File: src/rtl/counter_updown_n.sv
// Parametrised up/down counter with load, terminal-count decode, wrap pulse and sticky overflow.
// Define COUNTER_SAT_EN to build the saturating variant instead of the default wrap-around one.
module counter_updown_n #(
   parameter int               WIDTH     = 8,
   parameter logic [WIDTH-1:0] MAX_VAL   = {WIDTH{1'b1}},
   parameter logic [WIDTH-1:0] RESET_VAL = '0
) (
   input  logic             clk,
   input  logic             reset,
   input  logic             en,
   input  logic             up_dn,
   input  logic             load,
   input  logic [WIDTH-1:0] load_val,
   input  logic             clr_ovf,
   output logic [WIDTH-1:0] count,
   output logic             tc,
   output logic             wrap,
   output logic             ovf
);

   logic [WIDTH-1:0] load_eff;
   logic [WIDTH-1:0] next_count;
   logic             at_limit;
   logic             next_wrap;
   logic             next_ovf;

   // Out-of-range load values are clamped so the count never leaves 0..MAX_VAL.
   assign load_eff = (load_val > MAX_VAL) ? MAX_VAL : load_val;
   assign at_limit = up_dn ? (count == MAX_VAL) : (count == '0);
   assign tc       = at_limit;

   // A step attempted at the limit sets ovf even if clr_ovf is high in the same cycle.
   always_comb begin
      next_count = count;
      next_wrap  = 1'b0;
      next_ovf   = clr_ovf ? 1'b0 : ovf;
      if (load) begin
         next_count = load_eff;
      end else if (en) begin
         if (at_limit) begin
`ifdef COUNTER_SAT_EN
            next_ovf   = 1'b1;
`else
            next_count = up_dn ? '0 : MAX_VAL;
            next_wrap  = 1'b1;
            next_ovf   = 1'b1;
`endif
         end else begin
            next_count = up_dn ? (count + 1'b1) : (count - 1'b1);
         end
      end
   end

   always_ff @(posedge clk) begin
      if (reset) begin
         count <= RESET_VAL;
         wrap  <= 1'b0;
         ovf   <= 1'b0;
      end else begin
         count <= next_count;
         wrap  <= next_wrap;
         ovf   <= next_ovf;
      end
   end

endmodule

File: config.mk
export PLATFORM = sky130hd
export DESIGN_NAME = counter_updown_n
export DESIGN_NICKNAME = d
export VERILOG_FILES = /design/src/rtl/counter_updown_n.sv
export SDC_FILE = /design/constraint.sdc
export NUM_CORES = 1
export LEC_CHECK = 0
export ABC_AREA = 1
export BUFFER_PORTS_ARGS = -buffer_cell sky130_fd_sc_hd__buf_4
export CORE_MARGIN = 5
export CORE_UTILIZATION = 50
export CTS_CLUSTER_SIZE = 16
export DETAILED_ROUTE_END_ITERATION = 8
export GPL_TIMING_DRIVEN = 1
export PLACE_DENSITY = 0.78
export SLEW_MARGIN = 10
export SYNTH_ARGS = -nofsm -noshare
export SYNTH_HDL_FRONTEND = slang
export SYNTH_SLANG_ARGS = --single-unit
File: constraint.sdc
create_clock -name clk -period 1.7 [get_ports clk]
set_input_delay 0.17 -clock clk [delete_from_list [all_inputs] [get_ports clk]]
set_output_delay 0.17 -clock clk [all_outputs]
set_load 0.02 [all_outputs]
# == After elaboration in Yosys (flattened, before gate mapping) ==
# Index checks and enable logic that the tools add are counted.
# totals
ff_bits,10
input_bits,14
output_inout_bits,11
wordCells,23
# op_classes
n_addsub,2
magnitude_cmp,1
n_eq_ne,1
mux,12
bitwise,1
n_reduce_logical,3
# op_table
cell,count
2-to-1 mux 8 bit,6
"adder 8 x 1 -> 8 bit, second input constant",1
"equality test 8 bit, second input constant",1
"> comparator 8 bit, second input constant",1
zero test 8 bit,1
"subtractor 8 x 1 -> 8 bit, second input constant",1
2-to-1 mux 1 bit,6
OR reduction 3 bit,1
nonzero test 2 bit,1
NOT 1 bit,1

# == Logic depth before layout (Yosys ltp) ==
# Gate-level depths: netlist of run 1.
# logic_depth
word_depth,5
depth_mapped,11
depth_no_buf,11

# == Worst setup path before layout of run 1 ==
# No wires, ideal clock.
# synth_path
path_type,register to register
start,register count[4]
end,register count[7]
setup_ps,67
arrival_time_ps,1481
required_ps,1633
path_slack_ps,153
stages_incl_launch_ff,8
path_buffers,0
period_less_slack_ps,1547
cell_sequence,dfxtp_1 -> ha_1 -> a21o_1 -> a21boi_1 -> nand2_1 -> nand2_1 -> nand3_2 -> a21oi_2
# synth_between
elab_chain_cells,5
elab_cells_between_ends,9
cone_classes,2 x add/sub; 1 x eq/ne; 5 x mux; 1 x reduce/logical
# synth_rtl
element,line,text
"start, declared",15,"output logic [WIDTH-1:0] count,"
"start signal, assigned",60,count <= next_count;
"subtractor 8 x 1 -> 8 bit, or another cell as far along",49,next_count = up_dn ? (count + 1'b1) : (count - 1'b1);
2-to-1 mux 8 bit / 2-to-1 mux 1 bit (equally long branches),"49, 29",
2-to-1 mux 8 bit *,40,if (at_limit) begin
2-to-1 mux 8 bit *,39,end else if (en) begin
2-to-1 mux 8 bit *,37,if (load) begin
# Every way passes the cells marked *; elsewhere a longest branch is shown, timed or not. The select of a mux whose other input is x is not followed.
# A chain may end at the register's enable or synchronous reset.

# == Final worst setup path of run 1 ==
# layout_path
start,register count[0]
end,output tc
# layout_between
elab_chain_cells,2
elab_cells_between_ends,3
cone_classes,1 x eq/ne; 1 x mux; 1 x reduce/logical
# layout_rtl
element,line,text
equality test 8 bit / zero test 8 bit (equally long branches),29,assign at_limit = up_dn ? (count == MAX_VAL) : (count == '0);
2-to-1 mux 1 bit *,29,
"end, declared",16,"output logic tc,"
# Every way passes the cells marked *; elsewhere a longest branch is shown, timed or not.

==> run summary, run 1 <==
The run gives 0 as the final number of hold-violating endpoints. The number of antenna violations at the first check in global routing was 0. Cell type with the highest aggregate area in the netlist: dfxtp_1.

Pin placement for this block handled 25 I/O pins. Ranked by total cell area, the synthesized netlist is headed by dfxtp_1, nand2_1, ha_1, o221ai_1, inv_1. The deepest level of the CTS H-tree came out at 1.

Relative to the synthesized area, the layout overhead comes to 36.3%. The number of filler cells placed in the layout is 134. Traced cell by cell, the critical path runs through buf_4 -> nor2_1 -> nand3_1 -> nor2_4 -> nor2_4 -> inv_1 -> buf_4. Including well taps, the total number of placed cells is 165. The synthesized design contains 10 register bits. For the total routed wirelength, the log shows 2.34 mm. Data on the critical path arrives at its endpoint at 1420 ps.

The synthesized netlist devotes 33.7% of its cell area to simple gates. From left edge to right edge, the die measures 50.5 um. IR analysis of the VDD net gives a maximum drop of 436 uV. The initial utilization of the core area, before any placement, comes to 53.9%. For the aggregate global-route resource usage, the log shows 19.7%. The first-pass GRT wire length was 3.82 mm; the count of distinct cell types in the synthesized netlist was 25.

The clock passes through at most 2 buffers. For the worst-skew pair, the clock arrives at the later sink with an insertion delay of 280 ps. The clock root buffer is clkbuf_4.

In the synthesized netlist the async set-or-reset flop fraction comes to 0%. For this design the ratio of total power to cell area is 705 nW/um^2. Summing the areas of all compound-gate instances in the mapped netlist gives 21.0% of the synthesized area.

On the worst path, the slowest cell contributes a delay of 340 ps. Dividing the detail-routed via count by the number of cells gives 5.42. Buffers placed on the I/O ports in this run total 24. The number of antenna diodes in the final layout is 0.

After detailed placement, the total cell area comes to 1070 um^2. The synthesized design contains 0 enable-type register cells. The post-route netlist has 34.4% of its cells at a drive strength greater than 1.

Summed over all nets, the half-perimeter wirelength after detailed placement is 1.82 mm. The flow ran to the end, and the final reports show no timing, DRC or antenna violations. The cell at the slowest stage of the critical path is dfxtp_1.

TritonCTS built the clock tree. The number of instances on the worst hold path works out to 2. The global route total overflow is 0, and the detailed-routing iteration count for the pre-antenna-repair pass is 4. The final clock period utilization by the worst path is 93.8%, and the routed via count is 921. The element type at the critical path end is an output pin. The max-cap check violation count is 0. The first routing iteration left 19 violations. The number of buffers added by the clock tree synthesis step came out at 3.

The time the worst path needs with I/O delays and setup came out at 1590 ps. The number of global-route vias before repair is 871, and the cell row count is 14. Clock skew on the completed layout was measured at 1.01 ps.

For the worst setup path, the data required time is 1530 ps. The part of the Yosys area used for sequential elements was 24.4%; the remaining routing DRC violations was 0. Setup violations remaining at the end of the flow were counted as 0. The congestion estimate from routability-driven global placement came to 0.862. Summed over all cells, the static leakage comes to 0.592 nW. The count of nets left with antenna violations once routing finished came out at 0.

Averaged over all synthesized cells, the footprint is 6.96 um^2. The number of nets handed over by synthesis was 139. The worst hold path class was input pin to register. The tightest hold path in the finished design has a slack of 50.8 ps.

The top cell type's share of synthesized area is 24.4%, and the worst relative slew slack is 82.4%. For the final sum of negative setup slack, the log shows 0 ps. The number of nets in the final layout is 177. The cell count after synthesis was 118.

The library cell used most frequently in the layout, excluding fill and tap cells, is buf_4. For this run, the share of the core covered by cells in the final layout is 73.4%. The critical-path maximum fanout was 7. The tools report the number of pins exceeding their max-slew limit in the final report as 0. STA classifies the critical path startpoint as a register.

The area enclosed by the die boundary is 2550 um^2, and the core outline area is 1520 um^2. Setup repair after global routing left no endpoint under its margin. The TritonCTS sink count was 10. Yosys printed 0 warnings.

The post-detailed-route wirelength per cell was 13.8 um. The floorplan step set the die height to 50.5 um. Parity-gate share of the synthesized area counting xor and xnor cells: 1.07%. The run gives 821 um^2 as the post-synthesis instance area.

In the layout the commonest cells are buf_4, nand2_1, inv_1. The number of cells on the worst reg-to-reg path is 7. Maximum clock frequency: 0.627 GHz. The logs give 10 for the largest net degree at the start of global routing and 170 for the non-filler instance count after layout. By area, the combinational part of the netlist is dominated by simple AND/OR/NAND/NOR gates. Once layout is done, the placed cells without fillers occupy 1120 um^2. Of the post-synthesis cell area, the part taken by muxes is 0%.

Of the total synthesized cell area, the portion taken by full adders, half adders and majority gates is 11.6%. Clock-pin slew was measured on the worst setup and hold paths at 60 ps. The measured slew at the worst slew-check pin works out to 264 ps.

Classification of the worst setup path: register to output pin. The predominant post-synthesis flop cell is dfxtp_1.
==> state kept, by name, indices dropped and copies added, names as in the netlist <==
| signal | cells |
|---|---|
| count | 8 |
| ovf | 1 |
| wrap | 1 |
==> repair_timing <==
item	4_1_cts	5_1_grt
setup buffers	0	2
hold buffers	0	0
resized for setup	0	2
setup endpoints to repair	0	1
==> critical path, delay by kind of cell, from the launching register on <==
family / cells / cell delay (ps)
and+or+nand+nor: 4 / 430
DFF: 1 / 340
buffers and inverters: 3 / 370
==> worst paths after layout <==
path	slack (ps)	from	to
hold reg to reg	480	ovf	ovf
hold / removal	50	reset	count[6]
setup / recovery	110	count[0]	tc
setup reg to reg	180	count[4]	count[7]
==> stage by stage <==
step,power [mW],worst slack (ps)
2_1_floorplan,0.491,153
3_3_place_gp,0.608,49.7
3_5_place_dp,0.615,1.98
4_1_cts,0.784,48.6
5_1_grt,0.842,59.6
6_report,0.789,106
==> layer usage <==
metal	track usage [%]	vias up	share of wire, %
li1	-	477	-
met1	22.0	408	40
met2	33.5	32	51
met3	7.10	4	7.7
met4	7.66	0	1.5
met5	0	-	0
==> where the power goes <==
| part | internal, mW | switching (mW) | leakage [nW] |
|---|---|---|---|
| logic | 0.154 | 0.194 | 0.496 |
| registers | 0.253 | 0.0170 | 0.0829 |
| clock network | 0.0823 | 0.0877 | 0.0138 |
| total | 0.490 | 0.299 | 0.592 |
==> cell usage after synthesis (2+ instances only) <==
master / n
nor2_2: 3
nand3_1: 7
a21oi_2: 4
a21oi_1: 9
nor2_1: 13
ha_1: 6
nand3_2: 4
o221ai_1: 7
nand2_2: 2
clkinv_1: 2
nand4_1: 2
dfxtp_1: 10
nand2_1: 23
inv_1: 15
==> cells by family after synthesis <==
logic type | after synthesis
AND/OR/NAND/NOR | 57
AO/OA/AOI/OAI | 25
buffers and inverters | 18
flip-flops | 10
adder cells (fa/ha/maj) | 7
XOR/XNOR | 1
==> area by class of cell <==
| class | instances | area [um^2] | area share [%] |
|---|---|---|---|
| timing repair buffer | 33 | 248 | 22.1 |
| inverter | 18 | 67.6 | 6.04 |
| sequential | 10 | 200 | 17.9 |
| clock buffer | 3 | 22.5 | 2.01 |
| multi-input combinational | 90 | 561 | 50.1 |
| tap | 16 | 20.0 | 1.79 |
Note: power is estimated with default switching activity, not from simulation.
==> run 2, diff against run 1 <==
==> constraint.sdc (replaced) <==
create_clock -name clk -period 1.8 [get_ports clk]
set_input_delay 0.18 -clock clk [delete_from_list [all_inputs] [get_ports clk]]
set_output_delay 0.18 -clock clk [all_outputs]
set_load 0.02 [all_outputs]
==> run 2 against run 1 <==
Register-to-register slack improved by 90 ps. Wire length shrank 4.1%. Critical path depth unchanged. Sequential share of layout area grew 0.48 points. Power down 1.1%. Sequential power shrank 4%. Global-route usage is 0.26 points lower. Largest power group unchanged.
==> run summary, run 2 (synthesized netlist as in run 1, its figures left out) <==
For hold timing, the worst endpoint is count[6]. The share of post-route cells with drive strength above 1 is 33.1% (-1.3 points), and the final setup violation count is 0 (unchanged). The tools report the post-placement worst setup slack as 95.6 ps (+93.6 ps). In this run the clock root is driven by a clkbuf_4.

The total routed wirelength is 2.25 mm (-4.1%). Type of element launching the critical path: a register. The worst hold path class is input pin to register. Leaving out fill and tap cells, the most frequent cell in the layout is buf_4. The flow ran to the end, and the final reports show no timing, DRC or antenna violations. Setup repair after global routing left no endpoint under its margin. The logs give 10 (unchanged) for the largest net degree at the start of global routing and 270 ps (about the same) for the clock latency at the later pin of the worst-skew pair. For the detailed router's first-iteration violation count, the log shows 21 (+2).

The number of global-route vias before repair came out at 909 (+4.4%). The final worst slack is 172 ps (+65.4 ps), and the cell area power density is 712 nW/um^2 (+0.97%). The horizontal die dimension is 50.5 um (unchanged), and the highest ir drop seen on vdd is 413 uV (-5.1%).

The run gives 1620 ps (+90 ps) as the data required time at the worst endpoint. The worst register-to-register path begins at count[4]. The fraction of the core area covered by cells at the end of the flow came out at 71.9% (-1.5 points).

The signal on the critical path passes through buf_4 -> nor2_1 -> nand3_1 -> nor2_2 -> nor2_4 -> inv_1 -> buf_4. The number of instances on the worst hold path was 2 (unchanged). The cell row count is 14 (unchanged). The number of pins exceeding their max-slew limit in the final report is 0 (unchanged), and the CTS clock-pin slew for the worst setup and hold paths is 70 ps (about the same). The aggregate global-route resource usage was 19.4% (-0.26 points); the largest stage delay on the critical path was 340 ps (about the same).

The logs give 0 (unchanged) for the number of diodes and 4 (unchanged) for the detailed-routing iteration count for the pre-antenna-repair pass. The worst relative slew slack was 82.9% (+0.56 points). The end of the worst register-to-register path is count[7].

The via count normalized by instance count is 5.50 (+1.6%). For the static leakage, the log shows 0.581 nW (-1.9%). The vertical extent of the die is 50.5 um (unchanged). The routed via count was 919 (-0.22%); the quantity of I/O buffers inserted on ports was 24 (unchanged). The worst setup slack for register-to-register paths came out at 270 ps (+90 ps).

The number of cells traversed by the worst register-to-register path was 7 (unchanged); the post-detailed-route wirelength per cell was 13.5 um (-2.4%). The number of nets in the final layout came out at 173 (-2.3%). For the area enclosed by the die boundary, the log shows 2550 um^2 (unchanged). The register with the most flip-flops in the final layout is count. The logs give 1520 um^2 (unchanged) for the core outline area and 2 (unchanged) for the maximum buffer depth of the clock tree. The time the worst path needs with I/O delays and setup is 1630 ps, and the remaining antenna violation count is 0 (unchanged).

The cts-stage hold buffer count is 0 (unchanged). Dividing the final minimum period by the clock period gives 90.5%. Among all stages on the critical path, the largest delay is contributed by dfxtp_1. The HPWL after detailed placement was 1.82 mm (about the same); the final RePlAce weighted congestion was 0.816 (-5.3%). The classification of the worst setup path is register to output pin. The tools report the element type at the critical path end as an output pin. TritonCTS sink count: 10 (unchanged). The measured slew at the worst slew-check pin was 256 ps (-8.69 ps).

The logs give 1 (unchanged) for the deepest level of the CTS H-tree and 0 (unchanged) for the global route total overflow. The remaining routing DRC violations was 0 (unchanged); the starting density of the core was 53.9% (unchanged). The first-pass GRT wire length is 3.86 mm (+1.1%), and the synthesis-to-layout area growth is 33.5%.

In the final layout, the registers with the most flip-flops are count (8), ovf (1), wrap (1). The worst-case clock skew came out at 7.33 ps (+6.32 ps). The data arrival at the endpoint of the critical path came out at 1450 ps (+30 ps).

For the number of I/O pins, the log shows 25 (unchanged). The final-layout worst hold slack is 62.6 ps (+11.7 ps). For the final sum of negative setup slack, the log shows 0 ps (unchanged).

TritonCTS built the clock tree. The tools report the number of buffers added by the clock tree synthesis step as 3 (unchanged). The library cells used most frequently in the layout, excluding fill and tap cells, are buf_4, nand2_1, inv_1. The final number of hold-violating endpoints is 0 (unchanged). The cell repeated most along the worst path is buf_4. The tools report the max-cap check violation count as 0 (unchanged). The critical-path maximum fanout works out to 7 (unchanged). For this run, the top clock speed supported by timing is 0.614 GHz. The number of antenna violations at the first check in global routing is 0 (unchanged).

The startpoint identified for the worst hold timing path is reset. The number of flip-flops in the largest register works out to 8 (unchanged).
[run 2: critical path, delay by kind of cell (launching register included)]
family | cells | cell delay, ps
buffers and inverters | 3 | 360
DFF | 1 | 340
and+or+nand+nor | 4 | 480
[run 2: per-stage QoR]
stage / total power, mW / std cells / cell area (um^2)
after floorplan: 0.463 / 118 / 821
after global placement: 0.568 / 163 / 1060
after detailed placement: 0.575 / 163 / 1060
after CTS: 0.787 / 167 / 1090
after global routing: 0.842 / 167 / 1100
final: 0.781 / 167 / 1100
[run 2: area by class of cell]
cell class / count / area (um^2)
Clock buffer: 4 / 36.3
Fill cell: 135 / 428
Inverter: 18 / 67.6
Multi-Input combinational cell: 90 / 553
Sequential cell: 10 / 201
Tap cell: 16 / 20.0
Timing Repair Buffer: 29 / 218
[run 2: how the worst max path moves through the flow]
stage	startpoint	to	slack, ps
2_1_floorplan	count[4]	count[7]	250
3_3_place_gp	up_dn	count[7]	150
3_5_place_dp	up_dn	count[7]	100
4_1_cts	count[6]	tc	150
5_1_grt	count[5]	tc	40
6_report	count[0]	tc	170
[run 2: layer usage]
| layer | GRT usage (%) | vias up | part of all wire (%) |
|---|---|---|---|
| met5 | 0 | - | 0 |
| met4 | 7.66 | 0 | 2.2 |
| met3 | 5.92 | 7 | 7.0 |
| met2 | 33.9 | 31 | 50 |
| met1 | 21.6 | 408 | 41 |
| li1 | - | 473 | - |
[run 2: repair_timing]
| action | 4_1_cts | 5_1_grt |
|---|---|---|
| gates resized for setup | 0 | 1 |
| endpoints found under the setup margin | 0 | 1 |
| setup buffers | 0 | 0 |
[run 2: where the power goes]
part	switching, mW	internal (mW)	total (mW)
registers	0.0184	0.239	0.258
clock network	0.0864	0.123	0.209
logic	0.176	0.137	0.313
total	0.281	0.500	0.781
==> run 3, diff against run 2 <==
--- a/config.mk
+++ b/config.mk
@@ -12,7 +12,8 @@
 export CTS_CLUSTER_SIZE = 16
 export DETAILED_ROUTE_END_ITERATION = 8
 export GPL_TIMING_DRIVEN = 1
-export PLACE_DENSITY = 0.78
+export PLACE_DENSITY = 0.86
+export REMOVE_ABC_BUFFERS = 1
 export SLEW_MARGIN = 10
 export SYNTH_ARGS = -nofsm -noshare
 export SYNTH_HDL_FRONTEND = slang
==> constraint.sdc (replaced) <==
create_clock -name clk -period 2.1 [get_ports clk]
set_input_delay 0.21 -clock clk [delete_from_list [all_inputs] [get_ports clk]]
set_output_delay 0.21 -clock clk [all_outputs]
set_load 0.02 [all_outputs]
==> run 3 against run 2 <==
Sequential power is 10% lower. Flip-flop and latch count did not move. Worst setup slack improved by 230 ps. First-iteration DRC count grew 9.5%. Clock power is 9.6% lower. Count of clock-buffer cells in the layout did not move. Sequential share of layout area rose by 0.56 points. Power shrank 14%. Critical path depth is the same. Utilization down 2.5 points. Global-route usage up 0.56 points. Critical endpoint is now count[7]. Largest power group unchanged.
==> run summary, run 3 (synthesized netlist as in run 1, its figures left out) <==
Subtracting the final worst setup slack from the clock period gives 1700 ps. The number of I/O pins was 25 (unchanged). Final clock period utilization by the worst path: 80.8%.

The logs give 3.89 mm (+0.88%) for the first-pass GRT wire length and 0 (unchanged) for the remaining routing DRC violations. For hold timing, the worst endpoint is count[6]. The fraction of the core area covered by cells at the end of the flow was 69.4% (-2.5 points); the horizontal die dimension was 50.5 um (unchanged).

On the critical path, the stage with the largest delay is an instance of dfxtp_1. The run gives 4 (unchanged) as the detailed-routing iteration count for the pre-antenna-repair pass. TritonCTS built the clock tree. By instance count, the cell type seen most on the critical path is nand2_1. The run gives 9.92 ps (+2.59 ps) as the worst-case clock skew.

Launching point of the worst reg2reg path: count[4]. Dominant delay contributor by cell family on the critical path: compound AO/OA/AOI/OAI gates. For the static leakage, the log shows 0.555 nW (-4.4%). Worst setup slack for register-to-register paths: 400 ps (+130 ps). For the worst relative slew slack, the log shows 78.7% (-4.2 points).

In this run the critical register-to-register path is captured at count[7]. Number of filler cells placed in the layout: 129 (-4.4%). For the starting density of the core, the log shows 53.9% (unchanged). The max-cap check violation count is 0 (unchanged).

The number of nets in the final layout was 168 (-2.9%); the global route total overflow was 0 (unchanged). Multi-input gate area in the final layout: 553 um^2 (unchanged). The tools report the highest ir drop seen on vdd as 343 uV (-17%).

The worst setup path is captured at a register. The detailed router's first-iteration violation count is 23 (+9.5%). The number of diodes was 0 (unchanged). The worst hold path class was input pin to register. The vertical extent of the die was 50.5 um (unchanged). Total of cells resized after clock tree synthesis: 0 (unchanged).

The largest registers in the layout are count (8), ovf (1), wrap (1). The critical path goes through ha_1 -> a21o_1 -> a21boi_1 -> nand2_1 -> nand2_1 -> nand3_2 -> a21oi_2. For the remaining antenna violation count, the log shows 0 (unchanged). The TritonCTS sink count came out at 10 (unchanged).

The cts-stage hold buffer count was 0 (unchanged). The number of flip-flops in the largest register is 8 (unchanged). The measured slew at the worst slew-check pin is 319 ps (+63.1 ps). The HPWL after detailed placement is 1.75 mm (-3.7%), and the path length in cells of the critical path is 7 (unchanged).

The post-detailed-route wirelength per cell works out to 14.5 um (+8.0%). The final sum of negative setup slack was 0 ps (unchanged); the cell row count was 14 (unchanged). The synthesis-to-layout area growth came out at 28.8%.

The critical-path maximum fanout is 6 (-1), and the buffer and inverter count on the worst path is 0 (-3). The largest stage delay on the critical path is 460 ps (+120 ps), and the data required time at the worst endpoint is 2320 ps (+700 ps). The tools report the maximum buffer depth of the clock tree as 2 (unchanged).

STA classifies the critical path startpoint as a register. The share of post-route cells with drive strength above 1 works out to 30.1% (-3.0 points). For the overall power, the log shows 0.672 mW (-14%). The post-CTS setup buffer count came out at 0 (unchanged). The setup path with the least slack is of type register to register. The library cell used most frequently in the layout, excluding fill and tap cells, is buf_4. The tree is rooted in a clkbuf_4. For the core outline area, the log shows 1520 um^2 (unchanged). The tools report the start point of the worst hold path as reset. The register bank with the most flops was count. The logs give 0.895 (+9.6%) for the final RePlAce weighted congestion and 0 (unchanged) for the number of pins exceeding their max-slew limit in the final report. Derived from the worst setup path, the maximum achievable clock frequency is 0.589 GHz. The logs give 0 (unchanged) for the number of antenna violations at the first check in global routing and 290 ps (+20 ps) for the clock latency at the later pin of the worst-skew pair. The tools report the deepest level of the CTS H-tree as 1 (unchanged). The number of buffers added by the clock tree synthesis step came out at 3 (unchanged). The library cells used most frequently in the layout, excluding fill and tap cells, are buf_4, nand2_1, inv_1. The number of cells traversed by the worst register-to-register path is 7 (unchanged), and the final number of hold-violating endpoints is 0 (unchanged). The routed via count is 932 (+1.4%), and the quantity of I/O buffers inserted on ports is 24 (unchanged). For the total routed wirelength, the log shows 2.36 mm (+4.8%). The number of instances on the worst hold path is 2 (unchanged), and the via count normalized by instance count is 5.75 (+4.5%). CTS clock-pin slew for the worst setup and hold paths: 80 ps (about the same).

The tools report the largest net degree at the start of global routing as 10 (unchanged). The run gives 20.0% (+0.56 points) as the aggregate global-route resource usage. Setup repair after global routing left no endpoint under its margin.

For the number of global-route vias before repair, the log shows 859 (-5.5%). The sequential cell area in the final layout is 200 um^2 (-0.62%), and the area enclosed by the die boundary is 2550 um^2 (unchanged). The cell area power density came out at 635 nW/um^2 (-11%). The final setup violation count was 0 (unchanged). The run finished with clean final reports. The tools report the data arrival at the endpoint of the critical path as 1920 ps (+470 ps).
-- run 3: changes by cell type in the layout (fill, tap and decap cells not counted), sizes merged --
cell / before / now
buf: 29 / 24
-- run 3: worst reg2reg max path: stages (launching register included) --
cell      delay (ps)
dfxtp_1          460
ha_1             340
a21o_1           230
a21boi_1         240
nand2_1           90
nand2_1           80
nand3_2           70
a21oi_2          110
-- run 3: power breakdown --
part	internal [mW]	switching, mW
Clock	0.106	0.0834
Sequential	0.205	0.0266
Combinational	0.107	0.144
Total	0.418	0.254
-- run 3: worst max-delay path by stage --
stage,startpoint,to,slack (ps)
after CTS,count[0],tc,450
final,count[4],count[7],400
after floorplan,count[4],count[7],550
after detailed placement,up_dn,count[7],360
after global placement,up_dn,count[7],420
after global routing,count[5],tc,300
-- run 3: cell type report --
class / instances / share of cell area, %
multi-input combinational: 90 / 52.3
sequential: 10 / 18.9
timing repair buffer: 24 / 17.0
inverter: 18 / 6.39
clock buffer: 4 / 3.43
tap: 16 / 1.89
-- run 3: metal layers --
layer	part of all wire (%)	vias to the layer above	GRT usage, %
met1	41	427	23.3
met5	0	-	0
met2	49	42	32.2
li1	-	457	-
met4	2.6	0	10.6
met3	7.9	6	6.21
-- run 3: metrics by stage --
step / instances / setup WS, ps / hold WS (ps) / cell area [um^2]
after floorplan: 118 / 553 / 272 / 821
after global routing: 162 / 299 / 68.1 / 1060
after detailed placement: 158 / 365 / 381 / 1020
after global placement: 158 / 415 / 377 / 1020
final: 162 / 403 / 74.0 / 1060
after CTS: 162 / 452 / 75.5 / 1060
